`src/rtl/bus_pkg.sv`:
```
// Shared constants and types for the data-bus request router.
// Target numbering here must match the address decoder's memory map.
package bus_pkg;

    localparam int NUM_TARGETS = 4;
    localparam int TGT_W       = 2;

    localparam logic [TGT_W-1:0] TGT_RAM   = 2'd0;
    localparam logic [TGT_W-1:0] TGT_ROM   = 2'd1;
    localparam logic [TGT_W-1:0] TGT_GPIO  = 2'd2;
    localparam logic [TGT_W-1:0] TGT_TIMER = 2'd3;

    localparam logic [31:0] ERR_DATA = 32'hDEAD_BEEF;

    typedef enum logic [1:0] {
        IDLE,
        REQ,
        RESP
    } bus_demux_state_t;

endpackage

```
`src/rtl/bus_addr_decode.sv`:
```
// Memory-map decode: top address bits to target index and one-hot select.
// Kept apart from the router FSM so the map can change on its own.
module bus_addr_decode
    import bus_pkg::*;
(
    input  logic [TGT_W-1:0]       addr_hi,
    output logic [TGT_W-1:0]       tgt,
    output logic [NUM_TARGETS-1:0] sel
);

    always_comb begin
        tgt = addr_hi;
        sel = '0;
        unique case (addr_hi)
            TGT_RAM:   sel = 4'b0001;
            TGT_ROM:   sel = 4'b0010;
            TGT_GPIO:  sel = 4'b0100;
            TGT_TIMER: sel = 4'b1000;
            default:   sel = '0;
        endcase
    end

endmodule

```
`src/rtl/bus_demux4.sv`:
```
// One-outstanding request router from the LSU to RAM/ROM/GPIO/timer.
// Optional response timeout enabled by defining BUS_DEMUX_TIMEOUT_EN.
module bus_demux4
    import bus_pkg::*;
#(
    parameter int ADDR_WIDTH     = 32,
    parameter int DATA_WIDTH     = 32,
    parameter int TIMEOUT_CYCLES = 255
) (
    input  logic                          clk,
    input  logic                          rst_n,
    input  logic                          m_req_valid,
    output logic                          m_req_ready,
    input  logic [ADDR_WIDTH-1:0]         m_addr,
    input  logic                          m_we,
    input  logic [DATA_WIDTH-1:0]         m_wdata,
    output logic                          m_rsp_valid,
    output logic [DATA_WIDTH-1:0]         m_rdata,
    output logic                          m_err,
    output logic [NUM_TARGETS-1:0]        s_req_valid,
    input  logic [NUM_TARGETS-1:0]        s_req_ready,
    output logic [ADDR_WIDTH-1:0]         s_addr,
    output logic                          s_we,
    output logic [DATA_WIDTH-1:0]         s_wdata,
    input  logic [NUM_TARGETS-1:0]        s_rsp_valid,
    input  logic [NUM_TARGETS*DATA_WIDTH-1:0] s_rdata
);

    if (TIMEOUT_CYCLES < 1) begin : g_bad_timeout
        $error("TIMEOUT_CYCLES must be at least 1");
    end

    bus_demux_state_t        state_q, state_d;
    logic [TGT_W-1:0]        tgt_q, tgt_d;
    logic [NUM_TARGETS-1:0]  req_vld_q, req_vld_d;
    logic [ADDR_WIDTH-1:0]   addr_q, addr_d;
    logic                    we_q, we_d;
    logic [DATA_WIDTH-1:0]   wdata_q, wdata_d;
    logic                    rsp_vld_q, rsp_vld_d;
    logic [DATA_WIDTH-1:0]   rdata_q, rdata_d;

    logic [TGT_W-1:0]        dec_tgt;
    logic [NUM_TARGETS-1:0]  dec_sel;
    logic [DATA_WIDTH-1:0]   lane [NUM_TARGETS];

    bus_addr_decode u_dec (
        .addr_hi (m_addr[ADDR_WIDTH-1 -: TGT_W]),
        .tgt     (dec_tgt),
        .sel     (dec_sel)
    );

    for (genvar i = 0; i < NUM_TARGETS; i++) begin : g_lane
        assign lane[i] = s_rdata[i*DATA_WIDTH +: DATA_WIDTH];
    end

`ifdef BUS_DEMUX_TIMEOUT_EN
    localparam int CNT_W = $clog2(TIMEOUT_CYCLES + 1);

    logic [CNT_W-1:0] cnt_q, cnt_d;
    logic             err_q, err_d;
    logic             limit_hit;
`endif

    always_comb begin
        state_d   = state_q;
        tgt_d     = tgt_q;
        req_vld_d = req_vld_q;
        addr_d    = addr_q;
        we_d      = we_q;
        wdata_d   = wdata_q;
        rsp_vld_d = 1'b0;
        rdata_d   = rdata_q;
`ifdef BUS_DEMUX_TIMEOUT_EN
        err_d     = err_q;
        cnt_d     = cnt_q;
        limit_hit = 1'b0;
`endif
        unique case (state_q)
            IDLE: begin
                if (m_req_valid) begin
                    addr_d    = m_addr;
                    we_d      = m_we;
                    wdata_d   = m_wdata;
                    tgt_d     = dec_tgt;
                    req_vld_d = dec_sel;
                    state_d   = REQ;
`ifdef BUS_DEMUX_TIMEOUT_EN
                    cnt_d     = '0;
`endif
                end
            end
            REQ: begin
                if (s_req_ready[tgt_q]) begin
                    req_vld_d = '0;
                    state_d   = RESP;
                end
            end
            RESP: begin
                if (s_rsp_valid[tgt_q]) begin
                    rsp_vld_d = 1'b1;
                    rdata_d   = lane[tgt_q];
                    state_d   = IDLE;
`ifdef BUS_DEMUX_TIMEOUT_EN
                    err_d     = 1'b0;
`endif
                end
            end
            default: state_d = IDLE;
        endcase
`ifdef BUS_DEMUX_TIMEOUT_EN
        // A real response landing on the limit cycle takes priority.
        if (state_q != IDLE) begin
            cnt_d     = cnt_q + CNT_W'(1);
            limit_hit = (cnt_q == CNT_W'(TIMEOUT_CYCLES - 1));
            if (limit_hit && !(state_q == RESP && s_rsp_valid[tgt_q])) begin
                rsp_vld_d = 1'b1;
                err_d     = 1'b1;
                rdata_d   = DATA_WIDTH'(ERR_DATA);
                req_vld_d = '0;
                state_d   = IDLE;
            end
        end
`endif
    end

    always_ff @(posedge clk or negedge rst_n) begin
        if (!rst_n) begin
            state_q   <= IDLE;
            tgt_q     <= '0;
            req_vld_q <= '0;
            addr_q    <= '0;
            we_q      <= 1'b0;
            wdata_q   <= '0;
            rsp_vld_q <= 1'b0;
            rdata_q   <= '0;
`ifdef BUS_DEMUX_TIMEOUT_EN
            err_q     <= 1'b0;
            cnt_q     <= '0;
`endif
        end else begin
            state_q   <= state_d;
            tgt_q     <= tgt_d;
            req_vld_q <= req_vld_d;
            addr_q    <= addr_d;
            we_q      <= we_d;
            wdata_q   <= wdata_d;
            rsp_vld_q <= rsp_vld_d;
            rdata_q   <= rdata_d;
`ifdef BUS_DEMUX_TIMEOUT_EN
            err_q     <= err_d;
            cnt_q     <= cnt_d;
`endif
        end
    end

    assign m_req_ready = (state_q == IDLE);
    assign m_rsp_valid = rsp_vld_q;
    assign m_rdata     = rdata_q;
    assign s_req_valid = req_vld_q;
    assign s_addr      = addr_q;
    assign s_we        = we_q;
    assign s_wdata     = wdata_q;
`ifdef BUS_DEMUX_TIMEOUT_EN
    assign m_err       = err_q;
`else
    assign m_err       = 1'b0;
`endif

endmodule

```
`config.mk`:
```
export PLATFORM = sky130hd
export DESIGN_NAME = bus_demux4
export DESIGN_NICKNAME = d
export VERILOG_FILES = /design/src/rtl/bus_pkg.sv /design/src/rtl/bus_addr_decode.sv /design/src/rtl/bus_demux4.sv
export SDC_FILE = /design/constraint.sdc
export NUM_CORES = 1
export LEC_CHECK = 0
export CORE_MARGIN = 4
export CORE_UTILIZATION = 30
export CTS_CLUSTER_DIAMETER = 50
export DETAILED_ROUTE_END_ITERATION = 10
export PLACE_DENSITY = 0.7
export SKIP_CTS_REPAIR_TIMING = 1
export SLEW_MARGIN = 15
export SYNTH_ARGS = -nofsm -noshare
export SYNTH_HDL_FRONTEND = slang
export SYNTH_HIERARCHICAL = 1
export SYNTH_SLANG_ARGS = --single-unit
```
`constraint.sdc`:
```
create_clock -name clk -period 1.8 [get_ports clk]
set_input_delay 0.36 -clock clk [delete_from_list [all_inputs] [get_ports clk]]
set_output_delay 0.36 -clock clk [all_outputs]
set_load 0.05 [all_outputs]
```
==> results of run 1 <==
==> critical path, delay by kind of cell (launching register included) <==
kind     cells  cell delay [ns]
buf+inv      1             0.26
mux          2             0.80
flops        1             0.56
==> cell usage in the layout (no fill, tap or decap), types with 2 or more instances in the layout <==
cell and instances:
sky130_fd_sc_hd__buf_12 5, sky130_fd_sc_hd__nand2_1 209, sky130_fd_sc_hd__mux2i_2 2, sky130_fd_sc_hd__clkbuf_16 9
sky130_fd_sc_hd__mux2_2 20, sky130_fd_sc_hd__clkinv_4 3, sky130_fd_sc_hd__mux2_1 2, sky130_fd_sc_hd__nor2_1 2
sky130_fd_sc_hd__dfrtp_1 105, sky130_fd_sc_hd__mux2_4 10, sky130_fd_sc_hd__clkdlybuf4s50_1 202, sky130_fd_sc_hd__nand3b_1 2
sky130_fd_sc_hd__o21ai_0 5, sky130_fd_sc_hd__mux4_2 32, sky130_fd_sc_hd__mux2i_1 4, sky130_fd_sc_hd__buf_4 117
sky130_fd_sc_hd__or3b_2 2
==> final timing paths <==
path	from	endpoint	slack, ns	cells past startpoint
min in group clk	s_addr[15]	s_addr[15]	0.48	2
worst max-delay path	tgt_q[0]	m_rdata[3]	0.06	3
worst min-delay path	rst_n	s_addr[19]	0.07	2
max in group asynchronous	rst_n	m_rdata[1]	1.28	2
worst max register to register	tgt_q[0]	m_rdata[3]	0.06	3
worst min register to register	s_addr[15]	s_addr[15]	0.48	2
==> cell families (layout without fill, tap and decap cells) <==
logic type,count (synthesis),count (layout),synth area share
and+or+nand+nor,222,222,0.1777
DFF,106,106,0.5374
buffers and inverters,30,340,0.03346
AOI/OAI and AO/OA,8,8,0.01191
muxes,70,70,0.2388
other,1,1,0.0007597
==> area by class of cell <==
class                      count  area share
clock inverter                 5    0.005548
timing repair buffer         324      0.3596
sequential                   106      0.3180
multi-input combinational    301      0.2554
tap                          216     0.03239
clock buffer                  11     0.02909
==> state kept, by name (all words and copies together), names as in the netlist <==
register / cells
s_wdata: 32
state_q: 2
s_addr: 32
s_we: 1
s_req_valid: 4
m_rdata: 32
m_rsp_valid: 1
tgt_q: 2
==> routing by layer <==
metal / GRT usage / up-vias
li1: - / 2062
met1: 0.1955 / 2125
met2: 0.3057 / 201
met3: 0.05625 / 20
met4: 0.05991 / 0
met5: 0 / -
==> report_power, final <==
group	switching (mW)	total [mW]	internal [mW]
registers	0.717	4.25	3.54
clock network	0.922	1.92	1.00
logic	6.23	9.80	3.58
==> metrics by stage <==
step                area (um^2)   TNS, ns
finish                     8344         0
global route               8344  -0.03795
CTS                        8337         0
detailed placement         8048    -6.738
global placement           8048    -3.129
floorplan                  4936         0
==> impl_metrics.toml, run 1 <==
[cts]
clock-root-buffer = "sky130_fd_sc_hd__clkbuf_16"
worst_setup_hold_path_clk_slew_ns = 0.08
clkSinkCount = 106
clkLatencyLatePin_ns = 0.35
tritoncts = "done"
cts_max_path_buffers = 2
htree_levels = 3
tritoncts.num_buffers = 9

[finish]
finish.utilization = 0.5215
area_taken_by_multi_input_logic_gates_mm2 = 0.002131
num-fill-cells = 1454
finish.cell_count_without_fillers = 963
register_area_mm2 = 0.002654
syn2layout_area_growth_pct = 69.05
final_layout_size_suffix_gt1_frac = 0.2784
antenna_cells_inserted = 0
final_net_count = 946

[sta]
max_slew.worst_pin.slew_ns = 0.5725
setup_slack_ns = 0.06430
fmax_mhz = 576.1
timing.final.max_slew_violations = 0
hold-worst-slack_ns = 0.06517
worst_clock_skew_ns = 0.009046
post-route-min-period_ns = 1.736
slew-limit-headroom = 0.6183
setup_viol = 0
finalHoldViolCount = 0
post-route-period-util = 0.9643

[pwr]
power.leakage_nw = 3.869
vdd_drop_max_mv = 1.384
power-per-cell-area_mw_per_mm2 = 1915
power_mw = 15.98

[global_route]
track_usage = 0.1728
grt_antenna_before_repair = 0
grt_start_max_net_pins = 107
grt_pass1_wl_um = 25010
total_gr_overflow = 0
number_of_global_route_vias_before_repair = 4777

[placed_design]
routabilityCongestion = 0.7799
place_worst_setup_slack_ns = -0.1430
total_instance_count_after_detailed_placement = 947
io_buffer_count = 306
dp_hpwl_um = 13040

[setup_path]
crit_path_max_incr_delay_ns = 0.56
criticalPathCategory = "reg2reg"
arrival_ns = 1.97
crit_required_ns = 2.04
critical_path.endpoint_type = "flip-flop"
timing.critical_path.cells = "buf_4 > mux4_2 > mux2_4"
crit_slowest_cell = "sky130_fd_sc_hd__dfrtp_2"
critical_path.startpoint_type = "flip-flop"
path_max_fanout = 9

[logic_synthesis]
number_of_flops_mapped_to_enable_cells_by_yosys = 0
ys_ff_latch = 106
syn_area_mm2 = 0.004936
yosys.area.top_type_share = 0.5374
synth_most_common_cell = "sky130_fd_sc_hd__nand2_1"
post-synth-top-area-cell = "sky130_fd_sc_hd__dfrtp_1"
synth.yosys.seq_area_share = 0.5374
postSynthCellCount = 437
synth_top_cells_by_area = "sky130_fd_sc_hd__dfrtp_1 54%, sky130_fd_sc_hd__nand2_1 16%, sky130_fd_sc_hd__mux4_2 15%"
synth.yosys.warnings = 6
synth.avg_cell_area_um2 = 11.30
synth.top_cells.by_count = "209 x sky130_fd_sc_hd__nand2_1, 106 x sky130_fd_sc_hd__dfrtp_1, 32 x sky130_fd_sc_hd__mux4_2"
synth_top_flop_cell = "sky130_fd_sc_hd__dfrtp_1"
synth_async_sr_flop_share = 1.000
synth_nets = 641
synth.distinct_cells = 26

[route]
violation_count_after_the_first_detailed_routing_iteration = 119
wl_met2_um = 8475
wl_per_cell_um = 17.29
drcViolationCount = 0
routed_wl_um = 16650
routed_via_density = 4.577
topRoutingLayerUsed = "met4"
met1_length_um = 6206
route.vias.total = 4408
wl_met3_um = 1655
antenna_left = 0
drt_pre_antenna_iters = 4

[die]
num_rows = 46
fp.coreArea_mm2 = 0.01600
dieHeight_um = 136.3
chipWidth_um = 136.3
pin_count = 308
start_util = 0.3085
floorplan.die_area_mm2 = 0.01857

[hold_path]
worst_hold_path_type = "in2async"

[run_status]
run_status = "complete, no violations"

[run]
total_of_max_cap_violations = 0
Note: power is estimated with default switching activity, not from simulation.
==> run 2: changes to the inputs <==
Settings changed: GPL_TIMING_DRIVEN set to 1, SKIP_LAST_GASP set to 1.
==> results of run 2 <==
Final layout, timing and power as in run 1 (identical DEF).
==> run 3: changes to the inputs <==
Settings changed: CORE_MARGIN 4 to unset, SKIP_CTS_REPAIR_TIMING 1 to unset.
==> run 3 against run 2 <==
Clock power up 7%. Maximum frequency down 1.5%. Register-to-register slack worse by 0.03 ns. First-iteration DRC count up 13%. Worst setup slack worse by 0.026 ns. Routed wire length down 4.4%. Critical path type unchanged. Critical endpoint is now m_rdata[26]. Non-clock buffer count up 7. Largest power group unchanged. Sequential cell count unchanged. Clock-buffer cell count down 2. Via count down 0.86%.
==> impl_metrics.toml, run 3 (same netlist as run 1, synthesis figures left out) <==
[sta]
fmax_mhz = 567.7
max_slew.worst_pin.slew_ns = 0.5756
hold-worst-slack_ns = 0.08740
timing.final.max_slew_violations = 0
setup_viol = 0
finalHoldViolCount = 0
slew-limit-headroom = 0.6163
post-route-min-period_ns = 1.762
worst_clock_skew_ns = 0.006996
post-route-period-util = 0.9787

[cts]
cts_max_path_buffers = 2
postCtsHoldBufs = 0
clkLatencyLatePin_ns = 0.34
tritoncts.num_buffers = 9
clkSinkCount = 106
worst_setup_hold_path_clk_slew_ns = 0.08
clock-root-buffer = "sky130_fd_sc_hd__clkbuf_16"
htree_levels = 3
tritoncts = "done"

[die]
chipWidth_um = 130.3
start_util = 0.3085
floorplan.die_area_mm2 = 0.01697
fp.coreArea_mm2 = 0.01600
num_rows = 46
dieHeight_um = 130.3
pin_count = 308

[setup_path]
critical_path.endpoint_type = "flip-flop"
crit_path_max_incr_delay_ns = 0.43
path_max_fanout = 8
worstReg2RegEnd = "m_rdata[26]"
critical_path.startpoint_type = "flip-flop"
rr_startpoint = "tgt_q[1]"
cp-startpoint = "tgt_q[1]"
criticalPathCategory = "reg2reg"
worstRegToRegCells = 5
reg2reg_setup_slack_ns = 0.04
arrival_ns = 1.99
timing.critical_path.cells = "or3b_4 > o22ai_4 > buf_12 > clkbuf_16 > mux2_2"
crit_slowest_cell = "sky130_fd_sc_hd__dfrtp_1"
crit_required_ns = 2.03

[finish]
mostFrequentLayoutCell = "sky130_fd_sc_hd__nand2_1"
finalInstanceArea_mm2 = 0.008489
register_area_mm2 = 0.002654
area_taken_by_multi_input_logic_gates_mm2 = 0.002133
antenna_cells_inserted = 0
final_layout_size_suffix_gt1_frac = 0.2878
num-fill-cells = 1444
syn2layout_area_growth_pct = 71.99
final_net_count = 953
layout.cells.most_common_list = "209 x sky130_fd_sc_hd__nand2_1, 202 x sky130_fd_sc_hd__clkdlybuf4s50_1, 118 x sky130_fd_sc_hd__buf_4"

[pwr]
power.leakage_nw = 3.932
power-per-cell-area_mw_per_mm2 = 1913
vdd_drop_max_mv = 1.158

[route]
route.vias.total = 4370
drt_pre_antenna_iters = 4
antenna_left = 0
drcViolationCount = 0
routed_wl_um = 15920
violation_count_after_the_first_detailed_routing_iteration = 135
wl_per_cell_um = 16.41
routed_via_density = 4.505

[run]
total_of_max_cap_violations = 0

[run_status]
run_status = "complete, no violations"

[placed_design]
routabilityCongestion = 0.7403
io_buffer_count = 306
dp_area_mm2 = 0.008075
dp_hpwl_um = 11900

[global_route]
number_of_global_route_vias_before_repair = 4550
track_usage = 0.1824
grt_start_max_net_pins = 107
grt_pass1_wl_um = 23460
grt_antenna_before_repair = 0
total_gr_overflow = 0

[hold_path]
worst_hold_path_type = "in2async"
-- run 3: layer usage --
metal	vias up	track usage	share of wire
met4	0	0.06908	0.015
met1	2080	0.2021	0.38
met3	15	0.05658	0.095
met2	195	0.3263	0.51
li1	2080	-	-
met5	-	0	0
-- run 3: how the worst max path moves through the flow --
stage | cells past startpoint | end | slack [ns]
after floorplan | 4 | m_rdata[10] | 0.16
after global placement | 5 | m_rdata[13] | -0.11
after detailed placement | 5 | m_rdata[24] | -0.15
after CTS | 4 | m_rdata[13] | 0.04
after global routing | 5 | m_rdata[26] | -0.003
final | 5 | m_rdata[26] | 0.04
-- run 3: critical path: cells and delay by family (launching register included) --
kind	cells	cell delay, ns
buffers and inverters	2	0.31
DFF	1	0.43
muxes	1	0.34
and+or+nand+nor	1	0.43
AOI/OAI and AO/OA	1	0.13
-- run 3: report_power, final --
part	internal [mW]	switching, mW
clock network	1.10	0.946
registers	3.54	0.721
logic	3.71	6.22
total	8.35	7.89
-- run 3: timing repair --
item	CTS	global route
setup buffers	0	2
setup endpoints to repair	0	30
resized for setup	0	5
-- run 3: area by class of cell --
type,instances,area share
Clock buffer,9,0.02653
Tap cell,216,0.03183
Sequential cell,106,0.3126
Clock inverter,7,0.009727
Multi-Input combinational cell,301,0.2513
Timing Repair Buffer,331,0.3680
-- run 3: metrics by stage --
stage	util	std cells	setup WS, ns	setup TNS, ns	power, mW
detailed placement	0.5047	949	-0.1521	-6.158	14.15
finish	0.5306	970	0.03841	0	16.24
global placement	0.5047	949	-0.1101	-3.917	14.02
floorplan	-	437	0.1600	0	10.79
global route	0.5306	970	-0.003112	-0.003112	17.15
CTS	0.5239	965	0.03935	0	16.28
